## config.mk

```make
export PLATFORM = sky130hd
export DESIGN_NAME = multicycle_ctrl
export DESIGN_NICKNAME = d
export VERILOG_FILES = /design/src/rtl/multicycle_ctrl.sv
export SDC_FILE = /design/constraint.sdc
export NUM_CORES = 1
export LEC_CHECK = 0
export CORE_ASPECT_RATIO = 0.7
export CORE_MARGIN = 8
export CORE_UTILIZATION = 42
export CTS_BUF_LIST = sky130_fd_sc_hd__clkbuf_2 sky130_fd_sc_hd__clkbuf_4 sky130_fd_sc_hd__clkbuf_8
export CTS_CLUSTER_SIZE = 20
export DETAILED_ROUTE_END_ITERATION = 6
export PLACE_DENSITY = 0.78
export SYNTH_ARGS = -nofsm -noshare
export SYNTH_HDL_FRONTEND = slang
export SYNTH_SLANG_ARGS = --single-unit
```

## constraint.sdc

```tcl
create_clock -name clk -period 1.7 [get_ports clk]
set_input_delay 0.255 -clock clk [delete_from_list [all_inputs] [get_ports clk]]
set_output_delay 0.255 -clock clk [all_outputs]
set_load 0.01 [all_outputs]
```

## src/rtl/multicycle_ctrl.sv

```systemverilog
// Multicycle RV32I control FSM: sequences the shared datapath, decodes op/funct, counts retired instructions.
// Optional feature: define MCTRL_ILLEGAL_TRAP_EN to trap unsupported opcodes in a sticky TRAP state.
module multicycle_ctrl #(
    parameter int unsigned CNT_W = 32
) (
    input  logic             clk,
    input  logic             reset_n,
    input  logic [6:0]       op,
    input  logic [2:0]       funct3,
    input  logic             funct7b5,
    input  logic             zero,
    input  logic             mem_ready,
    output logic             pcwrite,
    output logic             irwrite,
    output logic             regwrite,
    output logic             memwrite,
    output logic             adrsrc,
    output logic [1:0]       resultsrc,
    output logic [1:0]       alusrca,
    output logic [1:0]       alusrcb,
    output logic [2:0]       alucontrol,
    output logic [1:0]       immsrc,
    output logic [CNT_W-1:0] retired,
    output logic             illegal,
    output logic [3:0]       state_dbg
);

    typedef enum logic [3:0] {
        S_FETCH    = 4'd0,
        S_DECODE   = 4'd1,
        S_MEMADR   = 4'd2,
        S_MEMREAD  = 4'd3,
        S_MEMWB    = 4'd4,
        S_MEMWRITE = 4'd5,
        S_EXECR    = 4'd6,
        S_EXECI    = 4'd7,
        S_ALUWB    = 4'd8,
        S_JAL      = 4'd9,
        S_BEQ      = 4'd10,
        S_TRAP     = 4'd11
    } state_t;

    localparam logic [6:0] OP_LOAD  = 7'b0000011;
    localparam logic [6:0] OP_STORE = 7'b0100011;
    localparam logic [6:0] OP_RTYPE = 7'b0110011;
    localparam logic [6:0] OP_ITYPE = 7'b0010011;
    localparam logic [6:0] OP_JAL   = 7'b1101111;
    localparam logic [6:0] OP_BEQ   = 7'b1100011;

    state_t           r_state;
    state_t           w_next;
    logic [CNT_W-1:0] r_retired;
    logic             w_pcwrite;
    logic             w_irwrite;
    logic             w_regwrite;
    logic             w_memwrite;
    logic             w_retire;
    logic [2:0]       w_alu_fn;
`ifdef MCTRL_ILLEGAL_TRAP_EN
    logic             w_illegal;
`endif

    // ALU operation for R/I-type execute; sub only for R-type with funct7b5 set
    always_comb begin
        w_alu_fn = 3'b000;
        case (funct3)
            3'b000:  w_alu_fn = (op[5] & funct7b5) ? 3'b001 : 3'b000;
            3'b010:  w_alu_fn = 3'b101;
            3'b110:  w_alu_fn = 3'b011;
            3'b111:  w_alu_fn = 3'b010;
            default: w_alu_fn = 3'b000;
        endcase
    end

    always_comb begin
        immsrc = 2'b00;
        case (op)
            OP_STORE: immsrc = 2'b01;
            OP_BEQ:   immsrc = 2'b10;
            OP_JAL:   immsrc = 2'b11;
            default:  immsrc = 2'b00;
        endcase
    end

    always_ff @(posedge clk or negedge reset_n) begin
        if (!reset_n) begin
            r_state   <= S_FETCH;
            r_retired <= '0;
        end else begin
            r_state <= w_next;
            if (w_retire) r_retired <= r_retired + CNT_W'(1);
        end
    end

    always_comb begin
        w_next     = r_state;
        w_pcwrite  = 1'b0;
        w_irwrite  = 1'b0;
        w_regwrite = 1'b0;
        w_memwrite = 1'b0;
        w_retire   = 1'b0;
        adrsrc     = 1'b0;
        resultsrc  = 2'b00;
        alusrca    = 2'b00;
        alusrcb    = 2'b00;
        alucontrol = 3'b000;
`ifdef MCTRL_ILLEGAL_TRAP_EN
        w_illegal  = 1'b0;
`endif
        case (r_state)
            S_FETCH: begin
                alusrcb   = 2'b10;
                resultsrc = 2'b10;
                if (mem_ready) begin
                    w_irwrite = 1'b1;
                    w_pcwrite = 1'b1;
                    w_next    = S_DECODE;
                end
            end
            S_DECODE: begin
                alusrca = 2'b01;
                alusrcb = 2'b01;
                case (op)
                    OP_LOAD, OP_STORE: w_next = S_MEMADR;
                    OP_RTYPE:          w_next = S_EXECR;
                    OP_ITYPE:          w_next = S_EXECI;
                    OP_JAL:            w_next = S_JAL;
                    OP_BEQ:            w_next = S_BEQ;
`ifdef MCTRL_ILLEGAL_TRAP_EN
                    default:           w_next = S_TRAP;
`else
                    default:           w_next = S_FETCH;
`endif
                endcase
            end
            S_MEMADR: begin
                alusrca = 2'b10;
                alusrcb = 2'b01;
                w_next  = op[5] ? S_MEMWRITE : S_MEMREAD;
            end
            S_MEMREAD: begin
                adrsrc = 1'b1;
                if (mem_ready) w_next = S_MEMWB;
            end
            S_MEMWB: begin
                resultsrc  = 2'b01;
                w_regwrite = 1'b1;
                w_retire   = 1'b1;
                w_next     = S_FETCH;
            end
            S_MEMWRITE: begin
                adrsrc     = 1'b1;
                w_memwrite = 1'b1;
                if (mem_ready) begin
                    w_retire = 1'b1;
                    w_next   = S_FETCH;
                end
            end
            S_EXECR: begin
                alusrca    = 2'b10;
                alucontrol = w_alu_fn;
                w_next     = S_ALUWB;
            end
            S_EXECI: begin
                alusrca    = 2'b10;
                alusrcb    = 2'b01;
                alucontrol = w_alu_fn;
                w_next     = S_ALUWB;
            end
            S_ALUWB: begin
                w_regwrite = 1'b1;
                w_retire   = 1'b1;
                w_next     = S_FETCH;
            end
            S_JAL: begin
                alusrca   = 2'b01;
                alusrcb   = 2'b10;
                w_pcwrite = 1'b1;
                w_next    = S_ALUWB;
            end
            S_BEQ: begin
                alusrca    = 2'b10;
                alucontrol = 3'b001;
                w_pcwrite  = zero;
                w_retire   = 1'b1;
                w_next     = S_FETCH;
            end
`ifdef MCTRL_ILLEGAL_TRAP_EN
            S_TRAP: begin
                w_illegal = 1'b1;
                w_next    = S_TRAP;
            end
`endif
            default: w_next = S_FETCH;
        endcase
    end

    // Strobes are gated by reset so an aborted instruction issues nothing while reset is held
    assign pcwrite   = w_pcwrite  & reset_n;
    assign irwrite   = w_irwrite  & reset_n;
    assign regwrite  = w_regwrite & reset_n;
    assign memwrite  = w_memwrite & reset_n;
`ifdef MCTRL_ILLEGAL_TRAP_EN
    assign illegal   = w_illegal  & reset_n;
`else
    assign illegal   = 1'b0;
`endif
    assign retired   = r_retired;
    assign state_dbg = r_state;

endmodule

```

==> flow_metrics.tcl <==
set metrics [dict create \
    leakagePower_nw 1.68 \
    die_w_um 97.4 \
    drtIter0Drc 128 \
    ant_nets 0 \
    violations "setup timing" \
    place_hpwl_mm 4.39 \
    n_antenna_cell 0 \
    ctsHoldBuffers 0 \
    clk_latency_ns 0.29 \
    pwr_density_cell_mw_per_mm2 832 \
    start_util_pct 44.3 \
    fmax_mhz 526 \
    syn_area_mm2 0.00195 \
    post_drt_wl_per_cell_um 19.7 \
    drv_slew 0 \
    place_area_mm2 0.00294 \
    fin_skew_ns 0.00197 \
    num_io_pins 68 \
    arrival_ns 2.08 \
    worstSetupPathType "reg -> reg" \
    grt_pass1_wl_mm 10.0 \
    via_count 2072 \
    status "complete, but fails checks" \
    final_cell_mix "49 x buf_4, 43 x clkdlybuf4s50_1, 35 x dfrtp_1" \
    period_share_pct 112 \
    cp.required_ns 1.88 \
    yosysWarningCount 0 \
    coreArea_mm2 0.00440 \
    vias_per_cell 5.42 \
    worst_hold_slack_ns 0.135 \
    avgSynthCellArea_um2 9.80 \
    setup.worst_path.end_class "flip-flop" \
    wl_mm 7.54 \
    worst_slack_ns -0.203 \
    grt_start_max_net_pins 37 \
    path_clk_slew_ns 0.07 \
    max_cap_viol_count 0 \
    multi_input_area_mm2 0.00133 \
    area_delta_synth_final_pct 82.7 \
    ctsRootBufferMaster "clkbuf_8" \
    clock_sinks 36 \
    synthSimpleGateAreaFrac_pct 25.4 \
    rows 20 \
    area.sequential_um2 902 \
    synth_xor_xnor_area_share_pct 15.3 \
    die_area_mm2 0.00711 \
    critPathMaxFanout 8 \
    finalHoldViolCount 0 \
    synth_top_family_by_area "simple AND/OR/NAND/NOR gates" \
    r2r_setup_slack_ns -0.20 \
    syn_inst 199 \
    yosysSeqAreaShare_pct 46.2 \
    final_area_mm2 0.00356 \
    rsz0062_at_grt "true" \
    cts_buffers 5 \
    drive_above_1_share_pct 44.3 \
    fillers 252 \
    start_kind "flip-flop" \
    htreeDepth 2 \
    setup-violations-final 42 \
    synth_seq_cells 36 \
    nets 343 \
    cts_tree "done" \
    place.gp.congestion 0.923 \
    grt_antenna_before_repair 0 \
    ctsLongestPathBuffers 2 \
    die-height_um 73 \
    min_period_ns 1.90 \
    synth_compound_area_share_pct 7.06 \
    grt_usage_pct 17.5 \
    port_buffers 66 \
    min_path_type "in -> async" \
    drc 0 \
    layout_commonest_cell "buf_4" \
    vdd_drop_max_mv 0.702 \
    drtPass1Iterations 4 \
    synth_nets 215 \
    muxShareOfSynthArea_pct 1.09 \
    netlist-cell-type-count 41 \
    grt_pass1_vias 2011 \
    synthAdderAreaFrac_pct 0.642 \
    grt.overflow.total 0 \
]
Yosys cell counts:
library cell	count	area share (%)
a21oi_1	6	1.5
a22o_1	1	0.45
a31oi_1	2	0.64
a41o_1	1	0.51
and2_1	3	0.96
and3_1	6	1.9
and4_1	5	2.2
and4b_1	1	0.51
buf_1	2	0.39
buf_2	1	0.26
buf_4	3	1.2
buf_6	1	0.58
clkbuf_1	3	0.58
conb_1	1	0.19
dfrtp_1	36	46
ha_1	1	0.64
inv_1	6	1.2
mux2_2	1	0.58
mux2i_1	1	0.51
nand2_1	19	3.7
nand2b_1	4	1.3
nand3_1	12	3.1
nand3b_1	1	0.39
nand4_1	11	3.5
nand4bb_1	1	0.58
nor2_1	12	2.3
nor2b_1	2	0.64
nor3_1	6	1.5
nor3b_1	1	0.39
nor4_1	4	1.3
o21a_1	1	0.39
o21bai_1	2	0.77
o2bb2ai_1	1	0.45
o31ai_1	2	0.77
o31ai_4	1	1.1
o32ai_1	1	0.45
or2_2	1	0.32
or3_1	1	0.32
or3b_1	1	0.45
xnor2_1	28	13
xor2_1	6	2.7
worst max-delay path, stage by stage, from the launching register on:
cell,delay (ns)
dfrtp_1,0.44
buf_6,0.19
nand2b_4,0.09
o31ai_4,0.39
and4_4,0.31
buf_6,0.12
nand4_1,0.11
xnor2_1,0.14
cells by family (layout without fill, tap and decap cells):
family | Yosys count | after routing
compound gates | 18 | 18
xor+xnor | 34 | 34
fa+ha+maj | 1 | 1
buf+inv | 16 | 144
flops | 36 | 36
mux | 2 | 2
other cells | 1 | 1
simple gates | 91 | 91
report_power, final:
part           internal [W]  total, W  switching [W]
clock              0.000295  0.000597       0.000302
sequential         0.000914  0.000997      0.0000832
combinational      0.000732   0.00137       0.000636
total               0.00194   0.00296        0.00102
state kept, by name, indices dropped and copies added, names as in the netlist:
| register | flops |
|---|---|
| retired | 32 |
| state_dbg | 4 |
metal layers:
layer	vias up	share of wire (%)	track usage, %
met5	-	0	0
met4	0	2.2	7.53
met3	17	5.7	6.34
met2	71	50	25.9
met1	1036	42	22.4
li1	948	-	-
path summary, 6_finish.rpt:
path	startpoint	endpoint	cells after the start
setup / recovery	state_dbg[2]	retired[27]	7
hold / removal	reset_n	retired[16]	3
setup reg to reg	state_dbg[2]	retired[27]	7
hold reg to reg	retired[28]	retired[28]	1
max in group asynchronous	reset_n	state_dbg[3]	3
min in group clk	retired[28]	retired[28]	1
through the flow:
stage	total power, W	cells	util (%)	setup slack (ns)	TNS (ns)
after global routing	0.00308	382	80.9	-0.281	-7.27
after global placement	0.00190	351	66.8	-0.474	-9.96
after floorplan	0.00136	199	-	-0.0496	-0.199
final	0.00296	382	80.9	-0.203	-4.95
after detailed placement	0.00193	351	66.8	-0.525	-10.70
after CTS	0.00264	373	72.8	-0.188	-2.92
final cells by class:
cell class | instances | area share (%)
Sequential cell | 36 | 25.3
Clock buffer | 6 | 2.14
Clock inverter | 1 | 0.140
Multi-Input combinational cell | 147 | 37.3
Timing Repair Buffer | 131 | 32.5
Inverter | 6 | 0.632
Tap cell | 55 | 1.93
repair_timing:
action / in CTS / in global routing
gates resized for setup: 89 / 73
gates cloned: 1 / 0
pin swaps: 12 / 25
setup endpoints to repair: 46 / 49
buffers inserted: 14 / 11
Power figures use the tool's default switching activity.
